**config.mk**
```make
export PLATFORM = sky130hd
export DESIGN_NAME = apb_timer_slave
export DESIGN_NICKNAME = d
export VERILOG_FILES = /design/src/rtl/apb_timer_slave.sv
export SDC_FILE = /design/constraint.sdc
export NUM_CORES = 1
export LEC_CHECK = 0
export ABC_CLOCK_PERIOD_IN_PS = 5350
export BUFFER_PORTS_ARGS = -buffer_cell sky130_fd_sc_hd__buf_2
export CAP_MARGIN = 20
export CORE_MARGIN = 2
export CORE_UTILIZATION = 62
export CTS_CLUSTER_DIAMETER = 40
export DETAILED_ROUTE_END_ITERATION = 8
export PLACE_DENSITY_LB_ADDON = 0.08
export SLEW_MARGIN = 20
export SYNTH_ARGS = -nofsm -noshare
export SYNTH_HDL_FRONTEND = slang
export SYNTH_SLANG_ARGS = --single-unit
```
**constraint.sdc**
```tcl
create_clock -name hclk -period 5.35 [get_ports hclk]
set_input_delay 1.07 -clock hclk [delete_from_list [all_inputs] [get_ports hclk]]
set_output_delay 1.07 -clock hclk [all_outputs]
set_load 0.1 [all_outputs]
```
**src/rtl/apb_timer_slave.sv**
```systemverilog
// APB slave with a programmable down-counting timer, four registers and irq.
// Ports: hclk/hreset, APB psel/penable/pwrite/paddr/pwdata in, prdata/pready/pslverr out, irq out.
`timescale 1ns/1ps
module apb_timer_slave #(
   parameter int ADDR_W      = 8,
   parameter int DATA_W      = 32,
   parameter int WAIT_CYCLES = 1
) (
   input  logic              hclk,
   input  logic              hreset,
   input  logic              psel,
   input  logic              penable,
   input  logic              pwrite,
   input  logic [ADDR_W-1:0] paddr,
   input  logic [DATA_W-1:0] pwdata,
   output logic [DATA_W-1:0] prdata,
   output logic              pready,
   output logic              pslverr,
   output logic              irq
);

   typedef enum logic [1:0] {
      IDLE,
      SETUP,
      ACCESS
   } state_e;

   localparam logic [3:0] WAIT_V = 4'(WAIT_CYCLES);

   state_e            state_q;
   logic [3:0]        wait_cnt_q;
   logic [2:0]        ctrl_q, ctrl_d;
   logic [DATA_W-1:0] load_q, load_d;
   logic [DATA_W-1:0] count_q, count_d;
   logic              expired_q, expired_d;
   logic              irq_q;

   logic              addr_ok;
   logic [1:0]        idx;
   logic              err;
   logic              ready;
   logic              wr_en;
   logic              expire;
   logic [DATA_W-1:0] rd_val;

   assign addr_ok = (paddr[ADDR_W-1:4] == '0) && (paddr[1:0] == 2'b00);
   assign idx     = paddr[3:2];
   assign err     = !addr_ok || (pwrite && idx == 2'd2);

   // SETUP is the first penable cycle and counts as wait slot 0, so the
   // access phase lasts WAIT_CYCLES+1 cycles.
   assign ready = (state_q == SETUP || state_q == ACCESS)
                  && psel && penable && (wait_cnt_q == WAIT_V);

   assign wr_en   = ready && pwrite && !err;
   assign pready  = ready;
   assign pslverr = ready && err;
   assign irq     = irq_q;

   always_comb begin
      rd_val = '0;
      case (idx)
         2'd0:    rd_val = {{(DATA_W-3){1'b0}}, ctrl_q};
         2'd1:    rd_val = load_q;
         2'd2:    rd_val = count_q;
         default: rd_val = {{(DATA_W-1){1'b0}}, expired_q};
      endcase
   end

   assign prdata = (ready && !pwrite && !err) ? rd_val : '0;

   always_comb begin
      ctrl_d    = ctrl_q;
      load_d    = load_q;
      count_d   = count_q;
      expired_d = expired_q;
      expire    = 1'b0;
      if (ctrl_q[0]) begin
         if (count_q != '0) begin
            count_d = count_q - DATA_W'(1);
         end else begin
            expire = 1'b1;
            if (ctrl_q[1]) count_d = load_q;
            else           ctrl_d[0] = 1'b0;
         end
      end
      if (wr_en) begin
         case (idx)
            2'd0: begin
               ctrl_d = pwdata[2:0];
               // disabling write freezes COUNT, suppressing any reload
               if (!pwdata[0]) count_d = count_q;
            end
            2'd1: begin
               load_d  = pwdata;
               count_d = pwdata;
            end
            2'd3: if (pwdata[0]) expired_d = 1'b0;
            default: ;
         endcase
      end
      // a fresh expiry beats a same-edge W1C
      if (expire) expired_d = 1'b1;
   end

   always_ff @(posedge hclk) begin
      if (hreset) begin
         state_q    <= IDLE;
         wait_cnt_q <= '0;
         ctrl_q     <= '0;
         load_q     <= '0;
         count_q    <= '0;
         expired_q  <= 1'b0;
         irq_q      <= 1'b0;
      end else begin
         ctrl_q    <= ctrl_d;
         load_q    <= load_d;
         count_q   <= count_d;
         expired_q <= expired_d;
         irq_q     <= expired_q & ctrl_q[2];
         unique case (state_q)
            IDLE: begin
               if (psel && !penable) begin
                  state_q    <= SETUP;
                  wait_cnt_q <= '0;
               end
            end
            SETUP, ACCESS: begin
               // ready implies penable, so a completed transfer returns
               // to IDLE and the next setup cycle re-enters SETUP
               if (!psel || ready) begin
                  state_q    <= IDLE;
                  wait_cnt_q <= '0;
               end else if (penable) begin
                  state_q    <= ACCESS;
                  wait_cnt_q <= wait_cnt_q + 4'd1;
               end else begin
                  state_q    <= SETUP;
                  wait_cnt_q <= '0;
               end
            end
            default: begin
               state_q    <= IDLE;
               wait_cnt_q <= '0;
            end
         endcase
      end
   end

endmodule

```
==> key figures, run 1 <==
Pwr
  • Peak VDD IR: 0.1705 mV
  • Logic pwr share: 6.0%
  • Sw Share: 23.22%
  • Pwr Density: 204.8 nW/um^2
  • Internal power: 895.8 uW
  • Lkg Pwr: 2.146 nW
  • Switch Pwr: approximately 270 uW
  • Part of the power in the clock network: 46.1%
  • Reg power frac: ~48%

Critical path
  • R2R setup slack: 1.75 ns
  • Worst path top cell family by delay: simple AND/OR/NAND/NOR gates
  • Arr. time, crit path: approximately 3.3 ns
  • CP Max Fanout: 18
  • Worst reg2reg startpoint: count_q[0]
  • Critical path buffers and inverters: 3
  • Required @ worst endpoint: about 4.3 ns
  • CP Launch Type: primary input
  • Worst R2R Path Depth: 8
  • Class of the most critical setup path: primary input to primary output
  • CP Cell Sequence: buf_2, or4_1, or4_1, nand2b_1, buf_4, nor2_1, buf_2
  • Crit Reg-Reg Endpoint: count_q[18]
  • Slowest-stage cell, CP: or4_1
  • Slowest stage delay, CP: between 0.5 and 0.6 ns
  • Crit end category: primary output

Detailed routing
  • WL met1: just under 7000 microns
  • Iter 0 DRT Violations: 564
  • Avg WL per Cell: 20.60 microns
  • Initial DRT Pass Iterations: 5
  • Met2 wire length: between 7000 and 8000 microns
  • Drt total wl: 17,370 microns
  • Met3 Routed Length: 1785 microns
  • Remaining antenna violation count: 0
  • Residual DRC: 0
  • Via-per-instance ratio: 6.957
  • Top routing layer in use: met4
  • Via count: ~5,900

Cells and area
  • Post-Layout Inst Area: around 5700 sq um
  • Share of layout cells above drive strength 1: between 10% and 20%
  • Layout Nets: 784
  • Final Non-Filler Cells: about 840
  • # diodes: 0
  • Area grow syn2layout: 11.86%
  • Fill cell count: between 700 and 800

Clock tree
  • Clock Root Buffer: clkbuf_8
  • H-Tree Depth: 3
  • Post-CTS Hold Buffers: 0
  • Clk buf depth: 2
  • Skew-Pair Late Insertion Delay: 0.35 ns
  • CTS sink count: 75
  • Clock transition at the registers of the reported paths: ~0.070 ns
  • CTS tree: done
  • Post-CTS Setup Inserts: 0
  • Post-CTS resize count: 0
  • Number of buffers created by CTS: 9

Logic synthesis
  • EDFF count, synth: 0
  • Top-count cell post-synth: nand2_1
  • Yosys top cell by area: dfxtp_1
  • Main synth FF type: dfxtp_1
  • Post-synth top cells: nand2_1, dfxtp_1, nor2_1
  • Register bit total from synthesis: between 70 and 80
  • Syn_nets: around 750
  • Post-Syn Area: 5094 sq um
  • Ranking of synthesized cells by area: dfxtp_1, a22oi_1, nand2_1
  • Register area share after synthesis: a little under 30%
  • Post-synth cell types: 73
  • Synth Warn #: 0
  • Top-area cell type share of the netlist area: just under 30%
  • Mapped Cells: roughly 700
  • Ys async rst share: 0%
  • Avg Cell Area, Syn: ~7.3 sq um

Floorplanning
  • Die area: about 9000 sq um
  • Site Rows: 33
  • DIE HEIGHT: about 95 microns
  • Chip width: between 90 and 100 microns
  • Starting Density: a little over three fifths
  • Core region area: a little over 8000 sq um
  • Ports: 80

GRT
  • Largest net degree at the start of global routing: 67
  • Initial antenna violation count: 0
  • Vias in the first global route: around 5,300
  • Total GRT Usage: a little under 40%
  • First-pass GRT wire length: 27,230 microns
  • Total gr overflow: 0

STA
  • RSZ-0062 raised after global routing: no
  • Relative slew slack: between 20% and 30%
  • Max Slew Vio Count: 0
  • Setup total negative slack: 0 ns
  • Final period utilization: between 80% and 90%
  • Actual slew at the worst max-slew pin: about 1.1 ns
  • Hold Vio Cnt, Final: 0
  • Clock skew: ~0.014 ns
  • Min Hold Slack: 0.4820 ns
  • Setup violators final: 0
  • Minimum clock period: approximately 4.4 ns
  • Fmax: between 200 and 250 MHz

Worst hold path
  • Worst Hold Class: register to register
  • Hold path depth: 2
  • WHS Endpoint: load_q[30]
  • Min-delay src: load_q[30]

Status
  • Status: finished clean

Placement
  • Post-DP HPWL: 11,920 microns
  • PortBufs: a little under 80
  • Placed Area: 5451 sq um
  • Gpl congestion: roughly 1.0
  • Inst Count DP: a little over 800

Flow run
  • Max_cap viols: 0
## state kept, by name, summed over array words and instances, names as in the netlist
register and count:
expired_q 1, wait_cnt_q 4, ctrl_q 3, irq 1
load_q 32, count_q 32, state_q 2
## cells by family (layout without fill, tap and decap cells)
family | count (synthesis) | after routing | synth area share, %
simple gates | 299 | 299 | 29.70
fa+ha+maj | 6 | 6 | 1.474
mux | 11 | 11 | 2.481
flops | 75 | 75 | 29.48
xor+xnor | 6 | 6 | 1.032
compound gates | 221 | 221 | 29.58
buf+inv | 77 | 120 | 6.264
## layout make-up
cell class	instances	area, sq um	share of cell area, %
clock inverters	3	67.56	1.186
repair buffers	91	485.5	8.520
multi-input cells	543	3284	57.64
flip-flops and latches	75	1501	26.35
inverters	13	48.80	0.8564
well taps	105	131.4	2.306
clock buffers	13	178.9	3.140
## layer usage
metal,global-route usage (%),up-vias
li1,-,2678
met4,21.38,0
met1,50.30,2735
met5,0,-
met3,6.305,71
met2,62.12,381
## worst reg2reg max path, stage by stage (launching register included)
cell and delay (ns):
dfxtp_1 0.39, inv_1 0.14, ha_1 0.15, nor4b_1 0.55
and3_1 0.41, nand4_1 0.88, a21oi_1 0.50, a211oi_1 0.11
a311o_1 0.36
## through the flow
step,setup WS [ns],total power [mW],utilization (%)
2_1_floorplan,0.3504,0.6074,-
3_3_place_gp,0.9977,0.6383,67.36
3_5_place_dp,0.9389,0.6406,67.36
4_1_cts,0.9388,1.165,70.41
5_1_grt,0.8208,1.196,70.41
6_report,0.9400,1.167,70.41
## power by group through the flow
stage	registers, mW	clock network, mW	logic [mW]
CTS	0.559	0.538	0.0684
detailed placement	0.572	0	0.0683
floorplan	0.572	0	0.0352
global placement	0.572	0	0.0661
global route	0.559	0.561	0.0757
finish	0.559	0.538	0.0699
## cell usage in the layout, fill, tap and decap left out, types with 9 or more instances in the layout
master    netlist  layout
o22ai_1        12      12
nor4_1         23      23
or4_1           9       9
nand2_1        95      95
nand3_1        25      25
o21ai_0        18      18
clkbuf_8        0      13
a31oi_1         9       9
nor2_1         69      69
buf_4           1      12
a21oi_1        63      63
buf_2           3      79
inv_1          12      12
o211ai_1        9       9
a22oi_1        48      48
dfxtp_1        75      75
nor3_1         13      13
## how the worst max path moves through the flow
stage	cells after the start	slack, ns	to	startpoint
2_1_floorplan	6	0.35	prdata[10]	paddr[5]
3_3_place_gp	7	1.0	prdata[25]	paddr[5]
3_5_place_dp	7	0.94	prdata[26]	paddr[5]
4_1_cts	7	0.94	prdata[26]	paddr[5]
5_1_grt	7	0.82	prdata[29]	paddr[5]
6_report	7	0.94	prdata[26]	paddr[5]
No activity file was read; power rests on OpenSTA's default activity.
==> run 2, diff against run 1 <==
--- a/config.mk
+++ b/config.mk
@@ -5,11 +5,11 @@
 export SDC_FILE = /design/constraint.sdc
 export NUM_CORES = 1
 export LEC_CHECK = 0
-export ABC_CLOCK_PERIOD_IN_PS = 5350
+export ABC_CLOCK_PERIOD_IN_PS = 3600
 export BUFFER_PORTS_ARGS = -buffer_cell sky130_fd_sc_hd__buf_2
 export CAP_MARGIN = 20
 export CORE_MARGIN = 2
-export CORE_UTILIZATION = 62
+export CORE_UTILIZATION = 52
 export CTS_CLUSTER_DIAMETER = 40
 export DETAILED_ROUTE_END_ITERATION = 8
 export PLACE_DENSITY_LB_ADDON = 0.08
==> constraint.sdc (replaced) <==
create_clock -name hclk -period 3.6 [get_ports hclk]
set_input_delay 0.72 -clock hclk [delete_from_list [all_inputs] [get_ports hclk]]
set_output_delay 0.72 -clock hclk [all_outputs]
set_load 0.1 [all_outputs]
==> key figures, run 2 (synthesized netlist as in run 1, its figures left out) <==
Cells and area
  • Sequential standard cell area: about 1500 sq um
  • Post-Layout Inst Area: around 6600 sq um
  • Most common library cell in the layout ignoring fill and taps: nand2_1
  • Most frequent cells in the layout: nand2_1, dfxtp_1, a21oi_1
  • # diodes: 0
  • Top flop regs: count_q x32, load_q x32, wait_cnt_q x4
  • Area grow syn2layout: 29.85%
  • Fill cell count: 844
  • Share of layout cells above drive strength 1: about a quarter
  • Layout Nets: 803
  • Multi-input logic area: roughly 3500 sq um

Critical path
  • Worst reg2reg startpoint: count_q[12]
  • Required @ worst endpoint: about 2.9 ns
  • Class of the most critical setup path: register to primary output
  • R2R setup slack: roughly 0.4 ns
  • Crit Reg-Reg Endpoint: count_q[13]
  • CP Launch Type: register
  • CP Max Fanout: 15
  • Critical path capture point: prdata[10]
  • Start point of the critical path: wait_cnt_q[0]
  • Crit end category: primary output
  • Arr. time, crit path: 2.70 ns
  • Worst R2R Path Depth: 7

Floorplanning
  • Starting Density: 52.84%
  • DIE HEIGHT: roughly 100 microns
  • Ports: 80
  • Site Rows: 36
  • Chip width: 103.0 microns
  • Core region area: about 9600 sq um
  • Die area: ~11,000 sq um

Clock tree
  • Number of buffers created by CTS: 9
  • Clk buf depth: 2
  • Post-CTS Hold Buffers: 0
  • Skew-Pair Late Insertion Delay: 0.37 ns
  • Post-CTS resize count: 0
  • H-Tree Depth: 3
  • CTS sink count: 75
  • CTS tree: done
  • Clock transition at the registers of the reported paths: around 0.09 ns
  • Post-CTS Setup Inserts: 0
  • Clock Root Buffer: clkbuf_8

STA
  • Minimum clock period: approximately 3.4 ns
  • Final WS setup: 0.1831 ns
  • Clock skew: 0.01217 ns
  • Final period utilization: about 95%
  • Max Slew Vio Count: 0
  • Setup violators final: 0
  • Hold Vio Cnt, Final: 0
  • Relative slew slack: between 40 and 50%
  • RSZ-0062 raised after global routing: no
  • Fmax: 292.7 MHz
  • Actual slew at the worst max-slew pin: about 0.85 ns

Placement
  • Placed Area: 6397 sq um
  • Gpl congestion: 0.9793
  • Post-DP HPWL: approximately 13,000 microns
  • Setup WS pre-CTS: around 0.26 ns
  • PortBufs: 79

Detailed routing
  • Iter 0 DRT Violations: 424
  • Drt total wl: between 15,000 and 20,000 microns
  • Initial DRT Pass Iterations: 5
  • Remaining antenna violation count: 0
  • Via count: between 5,000 and 6,000
  • Avg WL per Cell: 20.98 microns
  • Via-per-instance ratio: ~6.6
  • Residual DRC: 0

Pwr
  • Part of the power in the clock network: between 40% and 50%
  • Switch Pwr: approximately 420 uW
  • Power Total: 1.679 mW
  • Peak VDD IR: between 0.1 and 0.15 mV
  • Pwr Density: around 250 nW/um^2
  • Internal power: approximately 1.3 mW
  • Logic pwr share: between 6 and 7%
  • Lkg Pwr: 2.341 nW
  • Reg power frac: a little under 50%
  • Sw Share: roughly a quarter

Worst hold path
  • Worst Hold Class: register to register

GRT
  • Total GRT Usage: ~36%
  • First-pass GRT wire length: ~30,000 microns
  • Total gr overflow: 0
  • Largest net degree at the start of global routing: 40
  • Vias in the first global route: between 5,000 and 6,000
  • Initial antenna violation count: 0

Status
  • Status: finished clean

Flow run
  • Max_cap viols: 0
-- run 2: cell count changes in the layout (fill, tap and decap cells not counted), moves of 2 or more --
cell / before / now
nor2_2: 0 / 2
buf_4: 12 / 27
buf_12: 0 / 36
nor2_4: 0 / 29
nor2_1: 69 / 38
clkbuf_8: 13 / 9
clkinv_4: 0 / 2
clkinv_2: 0 / 3
buf_2: 79 / 47
-- run 2: layout make-up --
| cell class | count | area share [%] |
|---|---|---|
| Clock buffer | 9 | 1.873 |
| Clock inverter | 7 | 1.400 |
| Inverter | 13 | 0.7378 |
| Multi-Input combinational cell | 543 | 53.25 |
| Sequential cell | 75 | 22.70 |
| Tap cell | 133 | 2.516 |
| Timing Repair Buffer | 110 | 17.52 |
-- run 2: worst max-delay path, stage by stage, from the launching register on --
cell,delay [ns]
dfxtp_1,0.41
ha_1,0.18
or3b_1,0.43
or4_1,0.56
nand2b_4,0.19
buf_12,0.19
nor2_2,0.17
buf_12,0.19
-- run 2: power by group through the flow --
stage | clock network [mW] | logic [mW] | registers (mW)
after floorplan | 0 | 0.0525 | 0.850
after global placement | 0 | 0.103 | 0.850
after detailed placement | 0 | 0.106 | 0.850
after CTS | 0.741 | 0.106 | 0.831
after global routing | 0.771 | 0.117 | 0.831
final | 0.740 | 0.108 | 0.831
-- run 2: worst min path at each step --
stage	start	end	depth (start not counted)
final	load_q[9]	load_q[9]	2
after global routing	load_q[9]	load_q[9]	2
after CTS	load_q[4]	load_q[4]	2
after detailed placement	load_q[4]	load_q[4]	2
after global placement	load_q[18]	load_q[18]	2
after floorplan	load_q[6]	load_q[6]	2
-- run 2: routing by layer --
metal / wire length [microns] / track usage, % / vias up
met5: 0 / 0 / -
met4: 832 / 19.53 / 0
met3: 1277 / 3.593 / 66
met2: 8961 / 59.74 / 311
met1: 7601 / 46.41 / 2828
li1: - / - / 2706
-- run 2: through the flow --
step | hold slack [ns] | TNS [ns] | cells | util, %
3_3_place_gp | 0.4529 | 0 | 873 | 66.29
2_1_floorplan | 0.4402 | -1.029 | 695 | -
5_1_grt | 0.4957 | 0 | 890 | 68.61
6_report | 0.4756 | 0 | 890 | 68.61
3_5_place_dp | 0.4629 | 0 | 874 | 66.37
4_1_cts | 0.4736 | 0 | 890 | 68.61
==> run 3, diff against run 2 <==
--- a/config.mk
+++ b/config.mk
@@ -5,11 +5,12 @@
 export SDC_FILE = /design/constraint.sdc
 export NUM_CORES = 1
 export LEC_CHECK = 0
+export ABC_AREA = 1
 export ABC_CLOCK_PERIOD_IN_PS = 3600
 export BUFFER_PORTS_ARGS = -buffer_cell sky130_fd_sc_hd__buf_2
 export CAP_MARGIN = 20
 export CORE_MARGIN = 2
-export CORE_UTILIZATION = 52
+export CORE_UTILIZATION = 53
 export CTS_CLUSTER_DIAMETER = 40
 export DETAILED_ROUTE_END_ITERATION = 8
 export PLACE_DENSITY_LB_ADDON = 0.08
==> key figures, run 3 <==
Status
  • Status: finished clean

GRT
  • Largest net degree at the start of global routing: 63
  • Total GRT Usage: 30.12%
  • Initial antenna violation count: 0
  • Grt met2 use: between 40 and 50%
  • Total gr overflow: 0
  • Gr busiest metal: met2
  • Vias in the first global route: 5,858
  • Met3 Track Usage GR: 6.416%
  • First-pass GRT wire length: about 28,000 microns
  • GR Util met1: roughly two fifths

Critical path
  • Slowest stage delay, CP: 0.45 ns
  • Critical path buffers and inverters: 3
  • CP Launch Type: register
  • Worst path top cell family by delay: buffers and inverters
  • Required @ worst endpoint: between 2 and 3 ns
  • CP Max Fanout: 16
  • CP Cell Sequence: inv_1, ha_1, nand2_2, nor3_4, nand3b_1, buf_4, a41oi_1, buf_2
  • Arr. time, crit path: about 2.4 ns
  • Slowest-stage cell, CP: buf_2
  • Class of the most critical setup path: register to primary output
  • Crit end category: primary output

Cells and area
  • Area grow syn2layout: 11.57%
  • Post-layout util: between 60 and 70%
  • Layout Nets: approximately 1,100
  • Share of layout cells above drive strength 1: between 10% and 20%
  • Top flop regs: count_q x32, load_q x32, wait_cnt_q x4
  • Most common library cell in the layout ignoring fill and taps: nand2_1
  • # diodes: 0
  • Most frequent cells in the layout: nand2_1, a21oi_1, nor2_1

Detailed routing
  • Iter 0 DRT Violations: around 410
  • Via-per-instance ratio: ~5.3
  • Avg WL per Cell: 13.47 microns
  • Residual DRC: 0
  • Via count: roughly 6,400
  • Initial DRT Pass Iterations: 7
  • Remaining antenna violation count: 0
  • Drt total wl: 16,240 microns

Logic synthesis
  • Mapped Cells: between 1,000 and 1,500
  • Ranking of synthesized cells by area: nand2_1, dfxtp_1, a21oi_1
  • Post-Syn Area: 5697 sq um
  • Ys async rst share: 0%
  • Main synth FF type: dfxtp_1
  • Post-synth top cells: nand2_1, a21oi_1, nor2_1
  • Register bit total from synthesis: 75
  • Top-area cell type share of the netlist area: 27.15%
  • Post-synth cell types: 36
  • Syn_nets: between 1,000 and 1,500
  • Register area share after synthesis: between 20% and 30%
  • Top-count cell post-synth: nand2_1
  • Yosys top cell by area: nand2_1
  • Avg Cell Area, Syn: between 5 and 6 sq um
  • Synth Warn #: 0
  • EDFF count, synth: 0

Clock tree
  • H-Tree Depth: 3
  • CTS tree: done
  • Clock transition at the registers of the reported paths: about 0.080 ns
  • Clock Root Buffer: clkbuf_8
  • Skew-Pair Late Insertion Delay: approximately 0.38 ns
  • Post-CTS Setup Inserts: 0
  • Post-CTS resize count: 0
  • Clk buf depth: 2
  • Number of buffers created by CTS: 9
  • Post-CTS Hold Buffers: 0
  • CTS sink count: between 70 and 80

Floorplanning
  • Site Rows: 37
  • Core region area: between 10,000 and 15,000 sq um
  • Ports: 80
  • Die area: roughly 12,000 sq um
  • Starting Density: approximately 55%
  • Chip width: 107.7 microns
  • DIE HEIGHT: approximately 110 microns

STA
  • Max Slew Vio Count: 0
  • Final WS setup: ~0.49 ns
  • Fmax: around 320 MHz
  • Min Hold Slack: around 0.46 ns
  • Minimum clock period: approximately 3.1 ns
  • Clock skew: ~0.0089 ns
  • RSZ-0062 raised after global routing: no
  • Actual slew at the worst max-slew pin: 1.018 ns
  • Setup violators final: 0
  • Hold Vio Cnt, Final: 0
  • Setup total negative slack: 0 ns
  • Relative slew slack: 31.69%
  • Final period utilization: approximately 86%

Flow run
  • Max_cap viols: 0

Worst hold path
  • Worst Hold Class: register to register

Placement
  • Post-DP HPWL: ~12,000 microns
  • Gpl congestion: around 0.93
  • Setup WS pre-CTS: 0.7444 ns
  • PortBufs: 79

Pwr
  • Peak VDD IR: ~0.29 mV
  • Pwr Density: between 200 and 250 nW/um^2
  • Lkg Pwr: about 2.9 nW
-- run 3: changes by cell type after synthesis, moves of 22 or more --
| cell | previous run | this run |
|---|---|---|
| a21oi_1 | 63 | 142 |
| a22oi_1 | 48 | 0 |
| clkbuf_1 | 55 | 33 |
| inv_1 | 12 | 74 |
| nand2_1 | 95 | 412 |
| o21ai_0 | 18 | 59 |
| o21ai_1 | 2 | 31 |
-- run 3: final timing paths --
check                   from         end  slack [ns]  cells past startpoint
hold / removal     expired_q         irq        0.46                      2
setup / recovery  state_q[0]   prdata[0]        0.49                      8
setup reg to reg  state_q[0]  count_q[1]        1.11                     10
hold reg to reg    expired_q         irq        0.46                      2
-- run 3: power by group --
group | switching (mW) | internal [mW] | total [mW]
logic | 0.0589 | 0.0314 | 0.0903
registers | 0.000793 | 0.830 | 0.830
clock network | 0.333 | 0.333 | 0.666
-- run 3: per-stage QoR --
| stage | power (mW) | instance area, sq um | std cells |
|---|---|---|---|
| final | 1.586 | 6356 | 1206 |
| after global routing | 1.640 | 6356 | 1206 |
| after CTS | 1.595 | 6356 | 1206 |
| after detailed placement | 0.9393 | 6163 | 1190 |
| after global placement | 0.9385 | 6163 | 1190 |
| after floorplan | 0.8918 | 5722 | 1015 |
-- run 3: cell families (layout without fill, tap and decap cells) --
group	after synthesis	count (layout)	share of synthesized area (%)
and+or+nand+nor	547	547	38.88
AOI/OAI and AO/OA	244	244	21.99
buffers and inverters	132	187	9.774
DFF	75	75	26.36
xor gates and xnor gates	11	11	1.691
adders and majority gates	6	6	1.318
-- run 3: area by class of cell --
class	instances	area (sq um)
Sequential cell	75	1503
Inverter	76	285.3
Clock buffer	10	137.6
Timing Repair Buffer	95	543.0
Tap cell	136	170.2
Multi-Input combinational cell	808	3662
Fill cell	1137	4014
Clock inverter	6	55.05
-- run 3: worst register-to-register path, stage by stage, from the launching register on --
cell and delay [ns]:
dfxtp_1 0.36, inv_1 0.05, ha_1 0.31, nand2_2 0.09
nor3_4 0.20, buf_4 0.18, nand4_4 0.18, nor2_8 0.33
inv_2 0.35, o21ai_0 0.27, a21oi_1 0.07
-- run 3: layer usage --
| metal | vias to the layer above | wire length, microns | part of all wire (%) |
|---|---|---|---|
| met5 | - | 0 | 0 |
| met4 | 0 | 121 | 0.75 |
| met3 | 9 | 876 | 5.4 |
| met2 | 169 | 7527 | 46 |
| met1 | 2851 | 7714 | 48 |
| li1 | 3358 | - | - |
